--- src/rtl/kbd_pkg.sv ---
// rtl/kbd_pkg.sv - shared event and state types for the keyboard event pacer
package kbd_pkg;

   typedef struct packed {
      logic       press;
      logic       ext;
      logic [7:0] code;
   } kbd_evt_t;

   typedef enum logic [1:0] {KP_PRIME, KP_IDLE, KP_HOLD} kbd_pacer_st_t;

   localparam int KBD_EVT_W = $bits(kbd_evt_t);

endpackage

--- src/rtl/kbd_evt_fifo.sv ---
// rtl/kbd_evt_fifo.sv - synchronous FIFO of key events with simultaneous push/pop
module kbd_evt_fifo
   import kbd_pkg::*;
#(
   parameter int DEPTH = 8
) (
   input  logic                     clk_sys,
   input  logic                     reset_n,
   input  logic                     push,
   input  logic [KBD_EVT_W-1:0]     push_evt,
   input  logic                     pop,
   output logic [KBD_EVT_W-1:0]     head,
   output logic                     full,
   output logic                     empty,
   output logic [$clog2(DEPTH):0]   level
);

   localparam int AW = $clog2(DEPTH);

   kbd_evt_t      mem [DEPTH];
   logic [AW-1:0] wr_ptr;
   logic [AW-1:0] rd_ptr;
   logic [AW:0]   level_q;
   logic          do_push;
   logic          do_pop;

   assign empty   = (level_q == '0);
   assign full    = (level_q == (AW+1)'(DEPTH));
   assign do_pop  = pop & ~empty;
   // A pop in the same cycle frees the slot, so a push on full is still taken.
   assign do_push = push & (~full | do_pop);
   assign head    = mem[rd_ptr];
   assign level   = level_q;

   always_ff @(posedge clk_sys) begin
      if (do_push) mem[wr_ptr] <= push_evt;
   end

   always_ff @(posedge clk_sys or negedge reset_n) begin
      if (!reset_n) begin
         wr_ptr  <= '0;
         rd_ptr  <= '0;
         level_q <= '0;
      end else begin
         if (do_push) wr_ptr <= wr_ptr + 1'b1;
         if (do_pop)  rd_ptr <= rd_ptr + 1'b1;
         if (do_push & ~do_pop)      level_q <= level_q + 1'b1;
         else if (do_pop & ~do_push) level_q <= level_q - 1'b1;
      end
   end

endmodule

--- src/rtl/kbd_event_pacer.sv ---
// rtl/kbd_event_pacer.sv - re-emits PS/2 key events spaced for the matrix scan, with injector port
module kbd_event_pacer
   import kbd_pkg::*;
#(
   parameter int  FIFO_DEPTH = 8,
   parameter int  HOLD_CYC   = 1_000_000,
   localparam int CW         = $clog2(HOLD_CYC + 1)
) (
   input  logic                          clk_sys,
   input  logic                          reset_n,
   input  logic [10:0]                   ps2_key_i,
   input  logic                          inj_valid,
   input  logic [9:0]                    inj_key,
   output logic                          inj_ready,
   input  logic                          ovf_clr,
   output logic [10:0]                   ps2_key_o,
   output logic                          busy,
   output logic                          overflow,
   output logic [$clog2(FIFO_DEPTH):0]   fifo_level
);

   localparam logic [CW-1:0] HOLD_LOAD = CW'(HOLD_CYC - 1);

   kbd_pacer_st_t state_q, state_d;
   logic [CW-1:0] cnt_q, cnt_d;
   logic [10:0]   key_q, key_d;
   logic          old_t;
   logic          live_evt;
   logic          fifo_pop;
   logic          fifo_full;
   logic          fifo_empty;
   logic [9:0]    fifo_head;

   // PRIME swallows the first toggle comparison so a level held through reset is not an event.
   assign live_evt  = (old_t != ps2_key_i[10]) && (state_q != KP_PRIME);
   assign busy      = (state_q == KP_HOLD) || !fifo_empty;
   assign ps2_key_o = key_q;

   kbd_evt_fifo #(.DEPTH(FIFO_DEPTH)) u_fifo (
      .clk_sys  (clk_sys),
      .reset_n  (reset_n),
      .push     (live_evt),
      .push_evt (ps2_key_i[9:0]),
      .pop      (fifo_pop),
      .head     (fifo_head),
      .full     (fifo_full),
      .empty    (fifo_empty),
      .level    (fifo_level)
   );

   always_ff @(posedge clk_sys or negedge reset_n) begin
      if (!reset_n) begin
         old_t    <= 1'b0;
         overflow <= 1'b0;
      end else begin
         old_t <= ps2_key_i[10];
         if (live_evt && fifo_full && !fifo_pop) overflow <= 1'b1;
         else if (ovf_clr)                       overflow <= 1'b0;
      end
   end

   always_ff @(posedge clk_sys or negedge reset_n) begin
      if (!reset_n) begin
         state_q <= KP_PRIME;
         cnt_q   <= '0;
         key_q   <= '0;
      end else begin
         state_q <= state_d;
         cnt_q   <= cnt_d;
         key_q   <= key_d;
      end
   end

   always_comb begin
      state_d   = state_q;
      cnt_d     = cnt_q;
      key_d     = key_q;
      fifo_pop  = 1'b0;
      inj_ready = 1'b0;
      case (state_q)
         KP_PRIME: state_d = KP_IDLE;
         KP_IDLE: begin
            inj_ready = fifo_empty;
            // Live traffic always wins; the injector only gets an idle, drained pacer.
            if (!fifo_empty) begin
               fifo_pop = 1'b1;
               key_d    = {~key_q[10], fifo_head};
               cnt_d    = HOLD_LOAD;
               state_d  = KP_HOLD;
            end else if (inj_valid) begin
               key_d    = {~key_q[10], inj_key};
               cnt_d    = HOLD_LOAD;
               state_d  = KP_HOLD;
            end
         end
         KP_HOLD: begin
            if (cnt_q == '0) state_d = KP_IDLE;
            else             cnt_d   = cnt_q - 1'b1;
         end
         default: state_d = KP_IDLE;
      endcase
   end

endmodule

--- config.mk ---
export PLATFORM = sky130hd
export DESIGN_NAME = kbd_event_pacer
export DESIGN_NICKNAME = d
export VERILOG_FILES = /design/src/rtl/kbd_pkg.sv /design/src/rtl/kbd_evt_fifo.sv /design/src/rtl/kbd_event_pacer.sv
export SDC_FILE = /design/constraint.sdc
export NUM_CORES = 1
export LEC_CHECK = 0
export BUFFER_PORTS_ARGS = -buffer_cell sky130_fd_sc_hd__buf_2
export CAP_MARGIN = 40
export CORE_ASPECT_RATIO = 1.5
export CORE_UTILIZATION = 62
export CTS_BUF_LIST = sky130_fd_sc_hd__clkbuf_16
export DETAILED_ROUTE_END_ITERATION = 8
export GPL_TIMING_DRIVEN = 0
export PLACE_DENSITY_LB_ADDON = 0.08
export SLEW_MARGIN = 10
export SYNTH_ARGS = -nofsm -noshare
export SYNTH_HDL_FRONTEND = slang
export SYNTH_SLANG_ARGS = --single-unit
export TNS_END_PERCENT = 50
--- constraint.sdc ---
create_clock -name clk_sys -period 5.62 [get_ports clk_sys]
set_input_delay 0.281 -clock clk_sys [delete_from_list [all_inputs] [get_ports clk_sys]]
set_output_delay 0.281 -clock clk_sys [all_outputs]
set_load 0.02 [all_outputs]
# Word-level counts from Yosys, hierarchy flattened

Memory sizes are Yosys's and may differ from the RTL's.
Index checks and enable logic that the tools add are counted.

Register bits: 45
Memory bits (writable): 80
Input port bits: 25
Word-level logic and storage cells: 66
Memories kept: 1

Add/subtract/negate cells: 5
Eq/ne operators: 8
Mux-type cells: 19
Bitwise logic cells: 10
Reductions and logical operators: 15

Memory list:

| memory     | words | width | rd ports | clocked after memory_dff | wr ports | RTL line           | text |
|---|---|---|---|---|---|---|---|
| u_fifo.mem | 8     | 10    | 1        | 0                        | 1        | kbd_evt_fifo.sv:20 | `kbd_evt_t mem [DEPTH];` |

Operators with widths:

| kind                                                | count |
|---|---|
| two-way mux 20 bit                                  | 3 |
| case mux 20 bit (2 select lines)                    | 1 |
| two-way mux 11 bit                                  | 2 |
| zero test 20 bit                                    | 1 |
| subtractor 20 x 1 -> 20 bit (second input constant) | 1 |
| two-way mux 4 bit                                   | 2 |
| nonzero test 2 bit                                  | 4 |
| two-way mux 1 bit                                   | 7 |
| adder 3 x 1 -> 3 bit (second input constant)        | 2 |
| two-way mux 2 bit                                   | 3 |
| NOT 1 bit                                           | 5 |
| adder 4 x 1 -> 4 bit (second input constant)        | 1 |
| bitwise AND 1 bit                                   | 4 |
| == test 4 bit (second input constant)               | 1 |
| zero test 4 bit                                     | 1 |
| != test 2 bit (second input constant)               | 2 |
| case mux 2 bit (2 select lines)                     | 1 |
| AND reduction 2 bit                                 | 2 |
| subtractor 4 x 1 -> 4 bit (second input constant)   | 1 |
| logical AND 1 bit                                   | 3 |
| != test 3 bit (second input constant)               | 1 |
| AND reduction 3 bit                                 | 1 |
| == test 2 x 1 -> 1 bit (second input constant)      | 1 |
| == test 2 bit (second input constant)               | 1 |
| other kinds (5)                                     | 6 |

# Longest topological paths before layout

Depth in word-level cells: 10
Mapped depth: 10
Gate-level depth less buffers: 9

# Modules after synthesis

Synthesis repeated with hierarchy kept, for this count alone.

Cells, all modules: 379
Area, all modules: 5,561.6 µm²

Modules (own cells, without submodules):

| module          | instances | cells an instance | area an instance (µm²) | sequential area each (µm²) |
|---|---|---|---|---|
| kbd_evt_fifo    | 1         | 178               | 3,648.5                | 2,652.5 |
| kbd_event_pacer | 1         | 201               | 1,913.1                | 875.8 |

# Least setup slack after synthesis

No wires, ideal clock.

Path kind: reg2reg
Start point: register u_fifo.level_q[0], in the netlist u_fifo.level[0]
End point: register u_fifo.level_q[3], in the netlist u_fifo.level[3]
Library setup time: 0.080 ns
Arrival: 2.629 ns
Required time: 5.540 ns
Slack: 2.911 ns
Stages on the path, launching flop included: 11
Period minus slack after synthesis: 2.709 ns
Cell sequence: dfrtp_1 or4_1 clkbuf_1 nand2_1 ha_1 inv_1 ha_1 a21o_1 a21oi_1 mux2i_1 xnor2_1

Cells in the longest elaborated chain, start to end: 9
Elaborated cells between the ends (all ways): 18
Classes of those cells: add/sub (2); eq/ne (1); mux (4); bitwise (9); reduce/logical (2)

RTL lines:

| element                      | RTL line              | text |
|---|---|---|
| from (decl)                  | kbd_evt_fifo.sv:23    | `logic [AW:0] level_q;` |
| from (signal assigned)       | kbd_evt_fifo.sv:47    | `if (do_push & ~do_pop) level_q <= level_q + 1'b1;` |
| from (signal assigned)       | kbd_evt_fifo.sv:48    | `else if (do_pop & ~do_push) level_q <= level_q - 1'b1;` |
| zero test 4 bit              | kbd_evt_fifo.sv:27    | `assign empty = (level_q == '0);` |
| two-way mux 1 bit            | kbd_event_pacer.sv:85 | `if (!fifo_empty) begin` |
| two-way mux 1 bit            | kbd_event_pacer.sv:80 | `case (state_q)` |
| bitwise AND 1 bit            | kbd_evt_fifo.sv:29    | `assign do_pop = pop & ~empty;` |
| OR 1 bit                     | kbd_evt_fifo.sv:31    | `assign do_push = push & (~full \| do_pop);` |
| bitwise AND 1 bit            | kbd_evt_fifo.sv:31    |  |
| NOT 1 bit                    | kbd_evt_fifo.sv:48    |  |
| bitwise AND 1 bit            | kbd_evt_fifo.sv:48    |  |
| nonzero test 2 bit (no line) | -                     |  |

Parallel ways exist; a longest one is shown, timed or not. The select of a mux whose other input is x is not followed.
A chain may end at the register's enable or synchronous reset.

# Worst setup path in the final report

Ends and elaborated chain as after synthesis.

==> key figures <==
Placement
  • Placer Congestion: 0.852
  • Hpwl dp: 7670 microns
  • IO buf count: 42
  • Placed cell count: 520

Synthesis
  • Synth Area per Inst: 14.8 sq um
  • Seq/Total Area, Yosys: 65.8%
  • Syn nets: 395
  • Number of distinct library cells after synthesis: 49
  • Yosys reg bits: 125
  • Number of synthesized flops with an enable pin: 80
  • Primary FF master, synth: edfxtp_1
  • Cell Area, Synth: 0.00536 sq mm
  • YS warnings: 0
  • Largest cells by area after synthesis: edfxtp_1 45%, dfrtp_1 21%, mux4_2 5.9%
  • Synthesized instance count: 362
  • Dominant cell type by area after synthesis: edfxtp_1
  • Asr flop ratio synth: 36.0%
  • Top cell type's share of synthesized area: 44.8%

Routing
  • DR pass1 iterations: 5
  • Avg WL per Cell: 20.5 microns
  • Vias/cell: 6.16
  • Initial drt markers: 231
  • Antenna Violating Nets Remaining: 0
  • Vias: 3412
  • Post-route DRC: 0
  • Routed wire length: 11400 microns

Cells and area
  • Layout Cells excl Fill: 554
  • Fill cells: 528
  • Layout cell share with drive strength beyond 1: 25.3%
  • Area growth syn-to-layout: 20.2%
  • Final net count: 467
  • Ant diodes: 0

CTS
  • CTS tree: done
  • Root buf cell: clkbuf_16
  • Worst skew pair latency: 410 ps
  • CTS sink count: 125
  • Hold_buf cts: 2
  • CTS Buffer Depth: 2
  • H-Tree Level Count: 4
  • Clock transition at path regs: 50 ps
  • Post-CTS Setup Inserts: 0
  • Total CTS buffers: 17
  • # resized after CTS: 0

Setup path
  • Critical path endpoint category: flop
  • Critical path data required time: 5950 ps
  • Crit path launch type: flop
  • CP Data Arrival Time: 3300 ps
  • Worst path slowest cell: or4_1
  • Most frequent CP cell: ha_1
  • Crit path cell chain: or4_1 > clkbuf_1 > nand2_1 > ha_1 > inv_1 > ha_1 > a21o_1 > a21oi_1 > mux2i_1 > xnor2_1
  • Max FO, Critical Path: 10
  • CP max stage delay: 540 ps
  • Kind of critical path: reg -> reg

Timing
  • Relative slew margins: 40.7%
  • RSZ-0062 raised after global routing: no
  • Fmax: 337 MHz
  • Worst slew pin tran: 885 ps
  • Crit share post-route: 52.8%
  • Post-route clock skew: 8.44 ps
  • Min Clock Period, post-route: 2970 ps
  • Endpoints failing hold: 0
  • Worst hold margin: 122 ps
  • Setup TNS: 0 ps
  • Final setup vio count: 0
  • Slew Limit Fails: 0

Worst hold path
  • HP Class: in -> reg

Global route
  • First-pass GRT wire length: 17700 microns
  • Vias in the first global route: 3404
  • Largest net degree at the start of global routing: 29
  • Initial antenna violation count: 0
  • Total grt overflow: 0
  • Total track usage: 27.6%

Floorplan
  • Initial core utilization: 63.7%
  • Die X-Extent: 77.9 microns
  • Die height: 116 microns
  • Die Area: 0.00903 sq mm
  • Core area: 0.00841 sq mm
  • Num ports: 43
  • Core Rows: 41

Power
  • Final total power: 3.44 mW
  • VDD IR max: 0.387 mV
  • Leak Pwr: 2.40 nW
  • Pwr Density: 535 mW/mm^2

Flow run
  • Max cap viols: 0

Status
  • Status: finished, final reports clean
==> power by group <==
group	switching, mW	internal (mW)
Combinational	0.623	0.451
Sequential	0.111	1.17
Clock	0.395	0.694
==> routing by layer <==
metal  track usage, %  routed length (microns)  share of wire (%)  vias to the layer above
li1                 -                        -                  -                     1567
met1             32.6                     4490                 40                     1705
met2             46.8                     6100                 54                      109
met3             7.17                      437                3.8                       31
met4             14.1                      332                2.9                        0
met5                0                        0                  0                        -
==> logic make-up after synthesis <==
kind of cell | share of synthesized area [%]
AND/OR/NAND/NOR | 10.8
flip-flops | 65.8
buffers and inverters | 1.59
multiplexers | 11.6
AO/OA/AOI/OAI | 6.70
XOR/XNOR | 1.47
adder cells (fa/ha/maj) | 2.01
==> synth_stat cells, types with 2 or more instances <==
cell type	count
edfxtp_1	80
dfrtp_1	45
mux2i_1	27
nor2_1	19
a21oi_1	14
mux4_2	14
o21ai_0	14
nand2_1	13
nand3_1	12
a22oi_1	10
o31ai_1	9
clkbuf_1	8
or4_1	8
xnor2_1	8
ha_1	7
buf_2	5
inv_1	5
nand4_1	5
nor2b_1	5
nor3_1	5
or3_1	5
and2_1	4
nor3b_1	4
nor4b_1	4
mux2_2	3
nand2b_1	3
nor4_1	3
nand3b_1	2
==> worst max-delay path: cells and delay by family, from the launching register on <==
kind / cells / cell delay, ps
buf+inv: 2 / 300
mux: 1 / 240
compound gates: 2 / 340
flops: 1 / 460
xor+xnor: 1 / 130
simple gates: 2 / 910
fa+ha+maj: 2 / 510
==> layout by cell type (no fill, tap or decap), types with 5 or more instances in the layout <==
master / count
clkbuf_16: 17
clkbuf_1: 8
buf_2: 47
buf_4: 6
nor2b_1: 5
xnor2_1: 8
inv_1: 5
or3_1: 5
o31ai_1: 9
mux4_2: 14
nand4_1: 5
a21oi_1: 14
dfrtp_1: 45
mux2i_1: 27
or4_1: 8
a22oi_1: 10
nand3_1: 12
nand2_1: 13
edfxtp_1: 80
nor2_1: 19
ha_1: 7
o21ai_0: 14
==> worst paths after layout <==
check / startpoint / to / slack [ps] / depth (start not counted)
setup / recovery: u_fifo.level[0]$_DFFE_PN0P_ / u_fifo.level[3]$_DFFE_PN0P_ / 2650 / 10
hold / removal: inj_key[1] / ps2_key_o[1]$_DFFE_PN0P_ / 120 / 3
setup reg to reg: u_fifo.level[0]$_DFFE_PN0P_ / u_fifo.level[3]$_DFFE_PN0P_ / 2650 / 10
hold reg to reg: ps2_key_o[10]$_DFFE_PN0P_ / ps2_key_o[10]$_DFFE_PN0P_ / 470 / 1
max in group asynchronous: reset_n / cnt_q[7]$_DFFE_PN0P_ / 4760 / 3
min in group asynchronous: reset_n / old_t$_DFF_PN0_ / 350 / 2
==> registers in the layout (all words and copies together), names as in the netlist <==
| name | count |
|---|---|
| cnt_q | 20 |
| old_t | 1 |
| overflow | 1 |
| ps2_key_o | 11 |
| state_q | 2 |
| u_fifo.level | 4 |
| u_fifo.mem | 80 |
| u_fifo.rd_ptr | 3 |
| u_fifo.wr_ptr | 3 |
==> metrics by stage <==
stage / cell area, sq um / util [%] / worst slack [ps]
final: 6440 / 76.5 / 2650
after global placement: 5700 / 67.8 / 2020
after global routing: 6440 / 76.5 / 2500
after floorplan: 5360 / - / 2910
after detailed placement: 5820 / 69.2 / 2670
after CTS: 6440 / 76.5 / 2650
==> layout make-up <==
type	count	area [sq um]	area share, %
multi-input cells	217	1780	27.6
well taps	107	134	2.08
clock inverters	15	170	2.64
clock buffers	17	425	6.61
flip-flops and latches	125	3530	54.8
plain buffers	15	66.3	1.03
inverters	5	18.8	0.291
repair buffers	53	322	4.99
No activity file was read; power rests on OpenSTA's default activity.
